==> config.mk <==
export PLATFORM = sky130hd
export DESIGN_NAME = imem_fetch_ctrl
export DESIGN_NICKNAME = d
export VERILOG_FILES = /design/src/rtl/imem_fetch_ctrl_pkg.sv /design/src/rtl/imem_fetch_ctrl_fifo.sv /design/src/rtl/imem_fetch_ctrl.sv
export SDC_FILE = /design/constraint.sdc
export NUM_CORES = 1
export LEC_CHECK = 0
export CAP_MARGIN = 20
export CORE_MARGIN = 2
export CORE_UTILIZATION = 45
export CTS_BUF_LIST = sky130_fd_sc_hd__clkbuf_4 sky130_fd_sc_hd__clkbuf_8
export CTS_CLUSTER_SIZE = 12
export DETAILED_ROUTE_END_ITERATION = 10
export MAX_ROUTING_LAYER = met4
export PLACE_DENSITY = 0.74
export SYNTH_ARGS = -nofsm -noshare
export SYNTH_HDL_FRONTEND = slang
export SYNTH_HIERARCHICAL = 1
export SYNTH_SLANG_ARGS = --single-unit
==> constraint.sdc <==
create_clock -name clk -period 8.1 [get_ports clk]
set_input_delay 2.43 -clock clk [delete_from_list [all_inputs] [get_ports clk]]
set_output_delay 2.43 -clock clk [all_outputs]
set_load 0.05 [all_outputs]
==> src/rtl/imem_fetch_ctrl_pkg.sv <==
// Shared types, widths and helpers for the instruction fetch controller.
package imem_fetch_ctrl_pkg;

  localparam int INSTR_W = 32;
  localparam int ENTRY_W = 2 * INSTR_W;
  localparam logic [31:0] DEFAULT_RESET_PC = 32'h0000_0000;

  typedef enum logic [1:0] {
    FETCH_IDLE  = 2'd0,
    FETCH_RUN   = 2'd1,
    FETCH_FAULT = 2'd2
  } fetch_state_e;

  // A fetchable PC is word aligned and no higher than the last memory word.
  function automatic logic pc_is_legal(input logic [31:0] pc, input logic [31:0] last_pc);
    return (pc[1:0] == 2'b00) && (pc <= last_pc);
  endfunction

endpackage

==> src/rtl/imem_fetch_ctrl_fifo.sv <==
// Fetch buffer: small circular store feeding a registered head stage,
// with synchronous flush for redirects.
module fetch_fifo
  import imem_fetch_ctrl_pkg::*;
#(
  parameter int DEPTH = 2,
  parameter int WIDTH = ENTRY_W
) (
  input  logic             clk,
  input  logic             rst,
  input  logic             flush,
  input  logic             push,
  input  logic [WIDTH-1:0] push_data,
  input  logic             pop,
  output logic             full,
  output logic             empty,
  output logic             head_valid,
  output logic [WIDTH-1:0] head_data
);

  localparam int PTR_W = (DEPTH > 1) ? $clog2(DEPTH) : 1;
  localparam logic [PTR_W-1:0] PTR_ONE  = 1;
  localparam logic [PTR_W:0]   CNT_ONE  = 1;
  localparam logic [PTR_W:0]   CNT_FULL = (PTR_W + 1)'(DEPTH);

  logic [WIDTH-1:0] mem_q [DEPTH];
  logic [WIDTH-1:0] mem_d [DEPTH];
  logic [PTR_W-1:0] wr_ptr_q, wr_ptr_d;
  logic [PTR_W-1:0] rd_ptr_q, rd_ptr_d;
  logic [PTR_W:0]   count_q, count_d;
  logic             head_valid_q, head_valid_d;
  logic [WIDTH-1:0] head_data_q, head_data_d;
  logic             consume;
  logic             advance;
  logic             push_ok;

  assign empty      = (count_q == '0);
  assign full       = (count_q == CNT_FULL);
  assign head_valid = head_valid_q;
  assign head_data  = head_data_q;

  // The head register reloads whenever it is empty or being consumed.
  assign consume = pop && head_valid_q;
  assign advance = !empty && (!head_valid_q || consume);
  assign push_ok = push && (!full || advance);

  always_comb begin
    mem_d        = mem_q;
    wr_ptr_d     = wr_ptr_q;
    rd_ptr_d     = rd_ptr_q;
    count_d      = count_q;
    head_valid_d = head_valid_q;
    head_data_d  = head_data_q;
    if (flush) begin
      wr_ptr_d     = '0;
      rd_ptr_d     = '0;
      count_d      = '0;
      head_valid_d = 1'b0;
    end else begin
      if (push_ok) begin
        mem_d[wr_ptr_q] = push_data;
        wr_ptr_d        = wr_ptr_q + PTR_ONE;
      end
      if (advance) begin
        head_data_d  = mem_q[rd_ptr_q];
        head_valid_d = 1'b1;
        rd_ptr_d     = rd_ptr_q + PTR_ONE;
      end else if (consume) begin
        head_valid_d = 1'b0;
      end
      case ({push_ok, advance})
        2'b10:   count_d = count_q + CNT_ONE;
        2'b01:   count_d = count_q - CNT_ONE;
        default: count_d = count_q;
      endcase
    end
  end

  always_ff @(posedge clk or posedge rst) begin
    if (rst) begin
      for (int i = 0; i < DEPTH; i++) begin
        mem_q[i] <= '0;
      end
      wr_ptr_q     <= '0;
      rd_ptr_q     <= '0;
      count_q      <= '0;
      head_valid_q <= 1'b0;
      head_data_q  <= '0;
    end else begin
      mem_q        <= mem_d;
      wr_ptr_q     <= wr_ptr_d;
      rd_ptr_q     <= rd_ptr_d;
      count_q      <= count_d;
      head_valid_q <= head_valid_d;
      head_data_q  <= head_data_d;
    end
  end

endmodule

==> src/rtl/imem_fetch_ctrl.sv <==
// Instruction fetch controller: owns the fetch PC, reads the single-cycle
// instruction memory and buffers {pc, instr} pairs toward decode.
module imem_fetch_ctrl
  import imem_fetch_ctrl_pkg::*;
#(
  parameter logic [31:0] RESET_PC   = DEFAULT_RESET_PC,
  parameter int          MEM_DEPTH  = 1024,
  parameter int          FIFO_DEPTH = 2
) (
  input  logic               clk,
  input  logic               rst,
  input  logic               en,
  output logic [31:0]        imem_addr,
  input  logic [INSTR_W-1:0] imem_rdata,
  input  logic               redirect_valid,
  input  logic [31:0]        redirect_pc,
  output logic               out_valid,
  input  logic               out_ready,
  output logic [INSTR_W-1:0] out_instr,
  output logic [31:0]        out_pc,
  output logic               fault,
  output logic [31:0]        fault_pc
);

  localparam logic [31:0] LAST_PC = 32'(MEM_DEPTH * 4 - 4);

  fetch_state_e         state_q, state_d;
  logic [31:0]          pc_q, pc_d;
  logic [31:0]          fault_pc_q, fault_pc_d;
  logic                 fifo_push;
  logic                 fifo_flush;
  logic                 fifo_full;
  logic                 fifo_empty;
  logic                 head_valid;
  logic [ENTRY_W-1:0]   head_data;
  logic                 room;
  logic                 pc_legal;

  fetch_fifo #(
    .DEPTH (FIFO_DEPTH),
    .WIDTH (ENTRY_W)
  ) u_fifo (
    .clk        (clk),
    .rst        (rst),
    .flush      (fifo_flush),
    .push       (fifo_push),
    .push_data  ({pc_q, imem_rdata}),
    .pop        (out_ready),
    .full       (fifo_full),
    .empty      (fifo_empty),
    .head_valid (head_valid),
    .head_data  (head_data)
  );

  // A full store still has room when an entry moves into the head this cycle.
  assign room     = !fifo_full || (!fifo_empty && (!head_valid || out_ready));
  assign pc_legal = pc_is_legal(pc_q, LAST_PC);

  always_comb begin
    state_d    = state_q;
    pc_d       = pc_q;
    fault_pc_d = fault_pc_q;
    fifo_push  = 1'b0;
    fifo_flush = 1'b0;
    case (state_q)
      FETCH_IDLE: begin
        if (redirect_valid) begin
          fifo_flush = 1'b1;
          pc_d       = redirect_pc;
        end else if (en) begin
          state_d = FETCH_RUN;
        end
      end
      FETCH_RUN: begin
        if (redirect_valid) begin
          fifo_flush = 1'b1;
          pc_d       = redirect_pc;
        end else if (!en) begin
          state_d = FETCH_IDLE;
        end else if (!pc_legal) begin
          state_d    = FETCH_FAULT;
          fault_pc_d = pc_q;
        end else if (room) begin
          fifo_push = 1'b1;
          pc_d      = pc_q + 32'd4;
        end
      end
      FETCH_FAULT: begin
        state_d = FETCH_FAULT;
      end
      default: begin
        state_d = FETCH_IDLE;
      end
    endcase
  end

  always_ff @(posedge clk or posedge rst) begin
    if (rst) begin
      state_q    <= FETCH_IDLE;
      pc_q       <= RESET_PC;
      fault_pc_q <= 32'h0;
    end else begin
      state_q    <= state_d;
      pc_q       <= pc_d;
      fault_pc_q <= fault_pc_d;
    end
  end

  assign imem_addr = pc_q;
  assign out_valid = head_valid;
  assign out_pc    = head_data[ENTRY_W-1:INSTR_W];
  assign out_instr = head_data[INSTR_W-1:0];
  assign fault     = (state_q == FETCH_FAULT);
  assign fault_pc  = fault_pc_q;

endmodule

======== After elaboration in Yosys (flattened, before gate mapping) ========
Index checks and enable logic that the tools add are counted.
operators by class
  $add $sub $neg .......................... 5
  order comparisons ....................... 4
  equal/unequal tests ..................... 13
  muxes and demuxes ....................... 34
  bitwise logic cells ..................... 5
  reductions and logical operators ........ 27
operators by type and width
  kind                   count
  $mux 64                4
  $mux 32                5
  $bwmux 128             1
  $demux 64 s1           1
  $pmux 32 s2            1
  $add 32x3->32 const B  1
  $le 32x12->1 const B   1
  $mux 1                 14
  $mux 2                 6
  $ne 3x3->1 const B     4
  $ne 2x2->1 const B     4
  $reduce_and 4->1       2
  $eq 2x2->1 const B     3
  $logic_and 1x1->1      6
  $logic_not 2->1        3
  $pmux 2 s3             1
  $reduce_bool 2->1      3
  $reduce_bool 3->1      2
  $reduce_and 5->1       1
  $eq 2x1->1 const B     2
  $ge 2x2->1 const B     2
  $logic_or 1x1->1       4
  $not 1->2              2
  $pmux 2 s2             1
  other kinds (8)        14
word-level totals
  register bits ........................... 263
  bits of input ports ..................... 69
  output and inout bits ................... 130
  word-level logic and storage cells ...... 98

======== Longest topological paths before layout ========
  depth after elaboration ................. 13
  depth in mapped cells ................... 11
  gate-level depth less buffers ........... 8

======== Modules after synthesis ========
Netlist, hierarchy kept.
by module, submodules not included
  module           times used  cells each  area each (um^2)  seq. area each (um^2)
  fetch_fifo       1           509         8,366.8           4,929.7
  imem_fetch_ctrl  1           283         3,021.6           1,651.6

======== Worst setup path after synthesis ========
Ideal clock, no wire load.
  path kind ............................... input to register
  start ................................... input port redirect_valid
  end ..................................... register u_fifo/mem_q[103] in the netlist's numbering
  setup time .............................. 125 ps
  data arrival time ....................... 4,522 ps
  required time ........................... 7,975 ps
  path slack .............................. 3,453 ps
  stages .................................. 9
  path buffers ............................ 5
  path through ............................ or3b_1 -> buf_2 -> clkbuf_1 -> nor3_1 -> clkbuf_2 -> or4b_4 -> buf_6 -> buf_6 -> mux2_4
on the way
  longest elaborated chain between the ends .. 4
  elaborated cells on any way between the ends .. 7
  classes of those cells .................. mux (4); bitwise (1); reduce/logical (2)
RTL lines
  what                               line                        text
  start: declaration                 imem_fetch_ctrl.sv:15       input logic redirect_valid,
  $mux 1                             imem_fetch_ctrl.sv:75       if (redirect_valid) begin
  $mux 1                             imem_fetch_ctrl.sv:65       case (state_q)
  via fifo_push                      imem_fetch_ctrl.sv:30       logic fifo_push;
  $logic_and 1x1->1                  imem_fetch_ctrl_fifo.sv:45  assign push_ok = push && (!full || advance);
  $reduce_and 2->1 (no source line)  -
  end signal: assignment             imem_fetch_ctrl_fifo.sv:90  mem_q <= mem_d;
  end: declaration                   imem_fetch_ctrl_fifo.sv:26  logic [WIDTH-1:0] mem_q [DEPTH];
The timed path passes the listed nets, and every way through them passes these cells.
A chain may end at the register's enable or synchronous reset.

======== Final worst setup path ========
  start ................................... input port redirect_valid
  end ..................................... register u_fifo/mem_q[81] in the netlist's numbering
on the way
  longest elaborated chain between the ends .. 4
  elaborated cells on any way between the ends .. 7
  classes of those cells .................. mux (4); bitwise (1); reduce/logical (2)
RTL lines
  what                                            line
  $mux 1, on equally long branches                imem_fetch_ctrl.sv:75, imem_fetch_ctrl.sv:67
  $mux 1, on equally long branches                -
  $logic_and 1x1->1 or $not 1->1 (tied branches)  -
  $reduce_and 2->1 (no source line) (*)           -
Every way passes the cells marked *; elsewhere a longest branch is shown, timed or not.

==> summary.md <==
| Metric | Value |
|---|---|
| Number of port buffers | 198 |
| Final wirelength | 26,600 um |
| Net Sw Power | 1580 uW |
| DRC | 0 |
| Diode count | 0 |
| Flop and latch count out of synthesis | 263 |
| Sw Ratio | 36.8% |
| Core Footprint | 25,000 um^2 |
| Share of layout cells above drive strength 1 | 37.4% |
| Setup bufs post-CTS | 0 |
| Clk_lat worst skew | 560 ps |
| Global route overflow | 0 |
| Row count | 58 |
| Post-CTS sizing | 0 |
| Num CTS Buffers | 46 |
| Async S/R FF share, synth | 100% |
| Synth Flop Type | dfrtp_1 |
| Peak VDD IR | 0.316 mV |
| Number of nets in the layout | 1,073 |
| Area share of the largest cell type after synthesis | 57.8% |
| Largest net degree at the start of global routing | 141 |
| Synth area leaders | dfrtp_1, mux2_2, mux2_4 |
| CTS tree | built |
| Initial DRC count | 454 |
| Final hold vios | 0 |
| Clock skew | 33.1 ps |
| Pwr Density | 293 nW/um^2 |
| Mux cell area share after synthesis | 30.0% |
| Syn-to-layout area delta | 28.9% |
| Tot GR Track Use | 21.2% |
| P_int | 2720 uW |
| Status | complete, no violations |
| Crit-path max FO | 43 |
| Most instantiated cells after synthesis | dfrtp_1, mux2_2, mux2_4 |
| Syn avg cell area | 14.4 um^2 |
| Netlist cell types | 55 |
| Xor-xnor portion of the synthesized cell area | 0.0769% |
| Die Y | 163 um |
| Combinational power share | 28.4% |
| Initial Utilization | 45.5% |
| RSZ-0062 raised after global routing | false |
| Setup crit start kind | input port |
| Cell count after synthesis | 792 |
| Main combinational cell family by area after synthesis | multiplexers |
| Slew Limit Fails | 0 |
| Overall power | 4300 uW |
| Routed len/inst | 19.5 um |
| Hold WC Path Type | reg2reg |
| Top-count cell post-synth | dfrtp_1 |
| # setup viols final | 0 |
| Fill count | 1,997 |
| DIE AREA | 26,600 um^2 |
| Total vias in the final route | 7,310 |
| Hpwl dp | 16,900 um |
| CTS Sinks | 263 |
| Syn. warnings | 6 |
| Antenna violations before repair | 0 |
| Syn nets | 862 |
| Clk pwr share | 31.6% |
| Global-route wire length before repair | 42,800 um |
| Synth Area in Adders | 0.110% |
| GP Congestion | 0.874 |
| Detail Route Antenna Nets | 0 |
| I/O Pins | 199 |
| Chip width | 163 um |
| TNS Setup | 0 ps |
| Critical Path RT | 8520 ps |
| Sequential fraction of the synthesis area | 57.8% |
| Pre-Repair DR Iteration Count | 5 |
| Dpl ws | 1960 ps |
| Worst slew pin tran | 1020 ps |
| Worst EP arrival | 6050 ps |
| Avg Vias per Cell | 5.36 |
| CP Cell Sequence | clkdlybuf4s50_1 > nand2_1 > inv_1 > or4b_4 > buf_4 > mux2_4 |
| Max clock buf depth | 3 |
| Clock Tree Root | clkbuf_8 |
| Buf/Inv on CP | 3 |
| Vias in the first global route | 7,760 |
| Compound-Gate Fraction of Synth Area | 4.02% |
| Relative slew slack | 31.9% |
| Synth area leader | dfrtp_1 |
| Critical path's largest stage delay | 900 ps |
| Nature of the critical path endpoint | flop |
| # hold bufs at CTS | 0 |
| Delay-heaviest family, CP | buffers and inverters |
| Seq pwr share | 40.0% |
| Peak Freq | 0.178 GHz |
| Syn Std Cell Area | 11,400 um^2 |
| Clk slew on worst S/H paths | 60 ps |
| Lkg Pwr | 0.00698 uW |
| Period utilization | 69.5% |
| Max cap viols | 0 |
| Number of synthesized flops with an enable pin | 0 |
| Setup CP Type | in2reg |
| Min setup slack post-route | 2470 ps |
| Slowest-stage cell, CP | inv_1 |
| Simple-gate share of the synthesized area | 5.75% |
| CTS H-tree lvls | 2 |
| Crit path time final | 5630 ps |
==> sequential cells by signal (all words and copies together) (netlist names) <==
signal and cells:
u_fifo/mem_q 128, u_fifo/rd_ptr_q 1, u_fifo/head_data 64, u_fifo/wr_ptr_q 1
imem_addr 32, state_q 2, u_fifo/head_valid 1, u_fifo/count_q 2
fault_pc 32
==> power groups by stage <==
| stage | Combinational [uW] | Clock (uW) | Sequential (uW) |
|---|---|---|---|
| 4_1_cts | 1230 | 1400 | 1720 |
| 2_1_floorplan | 282 | 0 | 2160 |
| 5_1_grt | 1280 | 1460 | 1740 |
| 3_5_place_dp | 1220 | 0 | 1740 |
| 6_report | 1220 | 1360 | 1720 |
| 3_3_place_gp | 1220 | 0 | 1740 |
==> worst reg2reg max path, stage by stage, from the launching register on <==
cell and delay [ps]:
dfrtp_1 490, nor4_1 360, nand4_1 240, or3_1 500, nor3_1 650, or4b_4 760
buf_4 450, mux2_4 490
==> placed cells by master, fill, tap and decap left out, types with 6 or more instances in the layout <==
cell	n
nor4_1	10
a21oi_1	12
nor2_1	25
clkdlybuf4s50_1	198
o21ai_0	6
dfrtp_1	262
nand3_1	10
clkbuf_8	59
a311oi_1	7
clkbuf_4	11
buf_4	8
mux2_4	49
o22ai_1	6
mux2_2	234
clkinv_2	6
nand2_1	48
==> kinds of logic after synthesis <==
family                     after synthesis
buffers and inverters                   50
DFF                                    263
adders and majority gates                1
and+or+nand+nor                        127
muxes                                  287
xor gates and xnor gates                 1
AOI/OAI and AO/OA                       63
==> through the flow <==
| stage | instances | area, um^2 | util, % | hold WS, ps |
|---|---|---|---|---|
| after floorplan | 792 | 11400 | - | 475 |
| after global placement | 1285 | 13600 | 54.4 | 468 |
| after detailed placement | 1285 | 13600 | 54.4 | 474 |
| after CTS | 1365 | 14700 | 58.6 | 487 |
| after global routing | 1365 | 14700 | 58.6 | 499 |
| final | 1365 | 14700 | 58.6 | 479 |
==> cell type report <==
class                           instances  area (um^2)  area share [%]
Multi-Input combinational cell        479         4560            31.0
Timing Repair Buffer                  206         2040            13.9
Inverter                                7         33.8           0.230
Clock inverter                         10          150            1.02
Tap cell                              330          413            2.81
Sequential cell                       263         6590            44.9
Clock buffer                           70          895            6.10
==> per-layer routing <==
layer / vias up / GRT usage, % / routed length, um
li1: 3303 / - / -
met1: 3674 / 29.2 / 12400
met2: 275 / 30.9 / 11700
met3: 58 / 4.85 / 1790
met4: 0 / 7.60 / 739
met5: - / - / 0
==> worst paths after layout <==
check                                           startpoint                         endpoint  slack (ps)  depth (start not counted)
setup / recovery                            redirect_valid     u_fifo/mem_q[81]$_DFFE_PP0P_        2470                          6
hold / removal             u_fifo/head_data[0]$_DFFE_PP0P_  u_fifo/head_data[0]$_DFFE_PP0P_         480                          1
setup reg to reg                 imem_addr[21]$_DFFE_PP0P_     u_fifo/mem_q[81]$_DFFE_PP0P_        4050                          7
hold reg to reg            u_fifo/head_data[0]$_DFFE_PP0P_  u_fifo/head_data[0]$_DFFE_PP0P_         480                          1
max in group asynchronous                              rst     u_fifo/mem_q[30]$_DFFE_PP0P_        4180                          3
min in group asynchronous                              rst         fault_pc[21]$_DFFE_PP0P_        2260                          2
No activity file was read; power rests on OpenSTA's default activity.
